[src/rtl/uart_rx_cfg.sv]
// Run-time configurable UART receiver: 5..DATA_WIDTH data bits, optional parity, 1/2 stop bits.
// Reports framing/parity/break/overrun and hands words out over a valid/ready port.
module uart_rx_cfg #(
  parameter int DIV_WIDTH     = 8,
  parameter int DATA_WIDTH    = 9,
  parameter int GLITCH_FILTER = 2
) (
  input  logic                  clk,
  input  logic                  rst,
  input  logic                  rx,
  input  logic [DIV_WIDTH-1:0]  div,
  input  logic [3:0]            nbits,
  input  logic [2:0]            parity,
  input  logic                  stop2,
  output logic [DATA_WIDTH-1:0] o_data,
  output logic                  o_ferr,
  output logic                  o_perr,
  output logic                  o_brk,
  output logic                  o_valid,
  input  logic                  i_ready,
  output logic                  o_ovr
);

  localparam int         CW  = DIV_WIDTH + 1;
  localparam logic [4:0] DW5 = 5'(DATA_WIDTH);

  typedef enum logic [2:0] {
    IDLE, START, DATA, PARITY, STOP, STOP_2, DONE, WAIT_HI
  } state_t;

  state_t state, state_nx;

  logic [1:0] sync_q;
  logic       rx_s, rx_f, rx_q, fall;

  always_ff @(posedge clk) begin
    if (rst) sync_q <= 2'b11;
    else     sync_q <= {sync_q[0], rx};
  end
  assign rx_s = sync_q[1];

  generate
    if (GLITCH_FILTER > 0) begin : g_flt
      logic [GLITCH_FILTER-1:0] flt_q;
      // Output only follows the line once GLITCH_FILTER samples agree.
      always_ff @(posedge clk) begin
        if (rst) begin
          flt_q <= '1;
          rx_f  <= 1'b1;
        end else begin
          flt_q <= (flt_q << 1) | GLITCH_FILTER'(rx_s);
          if (&flt_q)       rx_f <= 1'b1;
          else if (~|flt_q) rx_f <= 1'b0;
        end
      end
    end else begin : g_noflt
      assign rx_f = rx_s;
    end
  endgenerate

  always_ff @(posedge clk) begin
    if (rst) rx_q <= 1'b1;
    else     rx_q <= rx_f;
  end
  assign fall = rx_q & ~rx_f;

  logic [CW-1:0] cnt;
  logic          ce, start_det, load;

  assign ce = cnt[CW-1];

  // First load lands ce mid start bit; reload with div gives div+2 clocks per bit.
  always_ff @(posedge clk) begin
    if (rst)            cnt <= '0;
    else if (start_det) cnt <= {1'b0, div >> 1} - CW'(1);
    else if (ce)        cnt <= {1'b0, div};
    else                cnt <= cnt - CW'(1);
  end

  logic [4:0]            nb_cl, nb_l, bit_cnt;
  logic [2:0]            par_l;
  logic                  stop2_l;
  logic [DATA_WIDTH-1:0] data_r;
  logic                  xor_acc, any_one, par_bit, ferr_acc, last_stop;
  logic                  perr, brk;

  always_comb begin
    nb_cl = {1'b0, nbits};
    if (nb_cl < 5'd5)      nb_cl = 5'd5;
    else if (nb_cl > DW5)  nb_cl = DW5;
  end

  always_ff @(posedge clk) begin
    if (rst) state <= IDLE;
    else     state <= state_nx;
  end

  always_comb begin
    state_nx  = state;
    start_det = 1'b0;
    load      = 1'b0;
    case (state)
      IDLE:    if (fall) begin
                 start_det = 1'b1;
                 state_nx  = START;
               end
      START:   if (ce) state_nx = rx_f ? IDLE : DATA;
      DATA:    if (ce && bit_cnt == nb_l - 5'd1) state_nx = par_l[2] ? PARITY : STOP;
      PARITY:  if (ce) state_nx = STOP;
      STOP:    if (ce) state_nx = stop2_l ? STOP_2 : DONE;
      STOP_2:  if (ce) state_nx = DONE;
      DONE:    begin
                 load     = 1'b1;
                 state_nx = last_stop ? IDLE : WAIT_HI;
               end
      WAIT_HI: if (rx_f) state_nx = IDLE;
      default: state_nx = IDLE;
    endcase
  end

  always_ff @(posedge clk) begin
    if (rst) begin
      nb_l      <= 5'd5;
      par_l     <= '0;
      stop2_l   <= 1'b0;
      data_r    <= '0;
      bit_cnt   <= '0;
      xor_acc   <= 1'b0;
      any_one   <= 1'b0;
      par_bit   <= 1'b0;
      ferr_acc  <= 1'b0;
      last_stop <= 1'b1;
    end else if (start_det) begin
      nb_l     <= nb_cl;
      par_l    <= parity;
      stop2_l  <= stop2;
      data_r   <= '0;
      bit_cnt  <= '0;
      xor_acc  <= 1'b0;
      any_one  <= 1'b0;
      ferr_acc <= 1'b0;
    end else if (ce) begin
      case (state)
        DATA: begin
          data_r  <= data_r | (DATA_WIDTH'(rx_f) << bit_cnt);
          bit_cnt <= bit_cnt + 5'd1;
          xor_acc <= xor_acc ^ rx_f;
          any_one <= any_one | rx_f;
        end
        PARITY: begin
          par_bit <= rx_f;
          any_one <= any_one | rx_f;
        end
        STOP: begin
          ferr_acc  <= ferr_acc | ~rx_f;
          any_one   <= any_one | rx_f;
          last_stop <= rx_f;
        end
        STOP_2: begin
          ferr_acc  <= ferr_acc | ~rx_f;
          last_stop <= rx_f;
        end
        default: ;
      endcase
    end
  end

  always_comb begin
    perr = 1'b0;
    if (par_l[2]) begin
      case (par_l[1:0])
        2'b00:   perr = xor_acc ^ par_bit;
        2'b01:   perr = ~(xor_acc ^ par_bit);
        2'b10:   perr = ~par_bit;
        default: perr = par_bit;
      endcase
    end
  end
  assign brk = ~any_one;

  // A word completing while the previous one is still unaccepted is dropped.
  always_ff @(posedge clk) begin
    if (rst) begin
      o_valid <= 1'b0;
      o_data  <= '0;
      o_ferr  <= 1'b0;
      o_perr  <= 1'b0;
      o_brk   <= 1'b0;
      o_ovr   <= 1'b0;
    end else begin
      o_ovr <= 1'b0;
      if (load) begin
        if (o_valid && !i_ready) begin
          o_ovr <= 1'b1;
        end else begin
          o_valid <= 1'b1;
          o_data  <= data_r;
          o_ferr  <= ferr_acc;
          o_perr  <= perr;
          o_brk   <= brk;
        end
      end else if (o_valid && i_ready) begin
        o_valid <= 1'b0;
      end
    end
  end

endmodule

[config.mk]
export PLATFORM = sky130hd
export DESIGN_NAME = uart_rx_cfg
export DESIGN_NICKNAME = d
export VERILOG_FILES = /design/src/rtl/uart_rx_cfg.sv
export SDC_FILE = /design/constraint.sdc
export NUM_CORES = 1
export LEC_CHECK = 0
export ABC_AREA = 1
export CAP_MARGIN = 20
export CORE_MARGIN = 2
export CORE_UTILIZATION = 45
export CTS_CLUSTER_SIZE = 20
export DETAILED_ROUTE_END_ITERATION = 7
export GPL_ROUTABILITY_DRIVEN = 0
export PLACE_DENSITY = 0.69
export RECOVER_POWER = 25
export SYNTH_ARGS = -nofsm -noshare
export SYNTH_HDL_FRONTEND = slang
export SYNTH_SLANG_ARGS = --single-unit
[constraint.sdc]
create_clock -name clk -period 1.5 [get_ports clk]
set_clock_uncertainty 0.15 [all_clocks]
set_input_delay 0.3 -clock clk [delete_from_list [all_inputs] [get_ports clk]]
set_output_delay 0.3 -clock clk [all_outputs]
set_load 0.02 [all_outputs]
==> run summary <==
# rows - 28
Max_slew headroom - 77.9%
Vias - 2739
Synth Area in Adders - 1.80%
Number of global-route vias before repair - 2596
Seq/Total Area, Yosys - 42.6%
Arr. time, crit path - 1700 ps
Status - finished with violations
1st-pass router iterations - 4
Final net count - 482
Area after DPL - 3520 um^2
CTS tree - done
Antenna-violating nets left - 0
# DRC - 0
NetSw - 1.52 mW
Crit path max fanout - 4
Global-route wire length before repair - 11000 um
Final Hold Vio Count - 0
H-tree depth - 3
PnR worst setup slack - -109 ps
Post-synthesis compound-gate area fraction - 18.5%
VDD IR max - 811 uV
Static Leak - 1.64 nW
DIE HEIGHT - 82.5 um
Max Cap Violations - 0
FF+latch area - 1190 um^2
Congestion Overflow GR - 0
Combinational share of power - 27.7%
Async set-or-reset flop fraction in the synthesized netlist - 0%
Ys flop type - dfxtp_1
Wire length per cell - 12.5 um
Hold Slack - 258 ps
Cts bufs inserted - 9
Most frequent cell after synthesis - dfxtp_1
Die area - 6810 um^2
Worst-path clk slew - 70 ps
Pwr dens - 1190 nW/um^2
Worst-Margin Slew - 330 ps
Dpl hpwl - 4710 um
Number of port buffers - 33
CTS Root Cell - clkbuf_8
Largest family of logic cells by synthesized area - simple AND/OR/NAND/NOR gates
Fmax - 0.621 GHz
Reg power frac - 39.1%
Syn avg cell area - 7.36 um^2
Io pins - 34
Final wirelength - 6700 um
Die W - 82.5 um
Syn Nets - 401
Fin crit period - 1610 ps
Largest cells by area after synthesis - dfxtp_1 (43%), a21oi_1 (7.6%), nand2_1 (7.6%)
Final Util - 64.9%
Synth top area share - 42.6%
Clock buffer depth - 2
Share of cells above drive strength 1 - 24.4%
Multi-input gate area in the final layout - 1450 um^2
Clk_lat worst skew - 350 ps
Top cells by count, synth - dfxtp_1 (59), nand2_1 (56), inv_1 (45), a21oi_1 (42), nor2_1 (39)
Initial antenna violation count - 0
Yosys cell types - 36
Mapped cell area - 2770 um^2
DR iter-0 viols - 173
Post-Syn Instances - 377
Max-slew violations - 0
Mux contribution to synthesized area - 0%
CP Launch Type - flop
Final setup fails - 4
Clock sinks - 59
GRT Util Overall - 21.4%
CTS Hold Bufs - 0
Pin count of the biggest net entering global routing - 26
Yosys top cell by area - dfxtp_1
Power share of the clock group - 33.2%
Unrepaired setup endpoints after global routing - true
Yosys warnings - 0
Kind of critical path - reg -> reg
N_diodes - 0
Sw Ratio - 32.9%
Crit. End Element - flop
Post-synth EDFFs - 0
Int Power - 3.09 mW
Failing checks - setup timing
Area growth, synth to finish - 39.4%
Synth Area in XOR/XNOR - 1.58%
Final cycle utilization of the critical path - 107%
Worst EP required - 1590 ps
# fillers - 519
Inst Count DP - 516
Synthesis-stage register bit count - 59
Fin cells - 538
Starting Density - 46.6%
Post-Synth Simple-Gate Area - 26.3%
Hold WC Path Type - reg -> reg
Via density - 5.09
Design area - 3870 um^2
Core box area - 5960 um^2
-- layout by cell type, fill, tap and decap left out, types with 3 or more instances in the layout --
master / n
or2_2: 4
a211oi_1: 4
nor2_2: 5
a31oi_1: 4
buf_4: 39
clkinv_4: 3
dfxtp_2: 3
nand2_1: 54
dlygate4sd2_1: 5
nor2_4: 9
o21ai_0: 34
clkdlybuf4s15_1: 8
clkbuf_8: 10
nand3_2: 5
xor2_1: 4
clkdlybuf4s50_1: 18
inv_1: 39
o211ai_1: 3
nand4_1: 3
nand3_1: 22
dfxtp_1: 55
a21oi_1: 42
inv_2: 8
nor3_1: 6
inv_4: 4
buf_12: 5
nor2_1: 33
-- worst max-delay path, cell delays in order, from the launching register on --
cell and delay, ps:
dfxtp_2 340, inv_2 50, ha_4 260, inv_2 20
nand2_1 40, nand2_1 50, nor2_1 100, nand2_1 60
o21bai_1 130, buf_4 150, nand3_2 60, nand2_1 60
nor2_1 30
-- cells by family after synthesis --
| logic type | count (synthesis) |
|---|---|
| and+or+nand+nor | 152 |
| AOI/OAI and AO/OA | 95 |
| xor gates and xnor gates | 5 |
| adders and majority gates | 4 |
| buffers and inverters | 62 |
| DFF | 59 |
-- sequential cells by signal (all words and copies together), names as in the netlist, 2 cells and up --
| register | count |
|---|---|
| cnt | 9 |
| data_r | 9 |
| o_data | 9 |
| bit_cnt | 5 |
| nb_l | 4 |
| par_l | 3 |
| state | 3 |
| g_flt.flt_q | 2 |
| sync_q | 2 |
-- layer usage --
metal  vias up  part of all wire [%]  GRT usage (%)
met5         -                     0              0
met4         0                   1.4           9.84
met3        12                   6.1           5.65
met2        72                    48           36.1
met1      1245                    45           25.5
li1       1410                     -              -
-- power by group through the flow --
| stage | logic (mW) | registers, mW | clock network, mW |
|---|---|---|---|
| finish | 1.28 | 1.80 | 1.53 |
| global route | 1.43 | 1.81 | 1.63 |
| CTS | 1.13 | 1.78 | 1.56 |
| detailed placement | 1.12 | 1.81 | 0 |
| global placement | 1.11 | 1.81 | 0 |
| floorplan | 0.734 | 1.82 | 0 |
-- repair_timing --
item / 4_1_cts / 5_1_grt
pin swaps: 0 / 16
endpoints found under the setup margin: 29 / 45
hold endpoints to repair: 0 / 0
resized for setup: 17 / 42
cloned: 0 / 1
buffers inserted: 0 / 5
-- per-stage QoR --
stage / power (mW) / setup WS (ps) / setup TNS [ps]
final: 4.61 / -109 / -326
after detailed placement: 2.94 / -239 / -4550
after CTS: 4.47 / -91.8 / -214
after global placement: 2.92 / -207 / -3730
after global routing: 4.87 / -195 / -1380
after floorplan: 2.56 / -25.0 / -25.0
-- path summary, 6_finish.rpt --
kind	cells past startpoint	from	slack (ps)	end
setup / recovery	12	nb_l[0]$_SDFFE_PP1P_	-110	state[1]$_SDFFE_PP0P_
setup reg to reg	12	nb_l[0]$_SDFFE_PP1P_	-110	state[1]$_SDFFE_PP0P_
hold reg to reg	1	sync_q[0]$_SDFF_PP1_	260	sync_q[1]$_SDFF_PP1_
hold / removal	1	sync_q[0]$_SDFF_PP1_	260	sync_q[1]$_SDFF_PP1_
-- cell type report --
| type | instances | share of cell area [%] |
|---|---|---|
| clock inverters | 6 | 1.88 |
| well taps | 75 | 2.43 |
| flip-flops and latches | 59 | 30.7 |
| multi-input cells | 257 | 37.5 |
| inverters | 52 | 5.31 |
| repair buffers | 79 | 18.6 |
| clock buffers | 10 | 3.56 |
No activity file was read; power rests on OpenSTA's default activity.
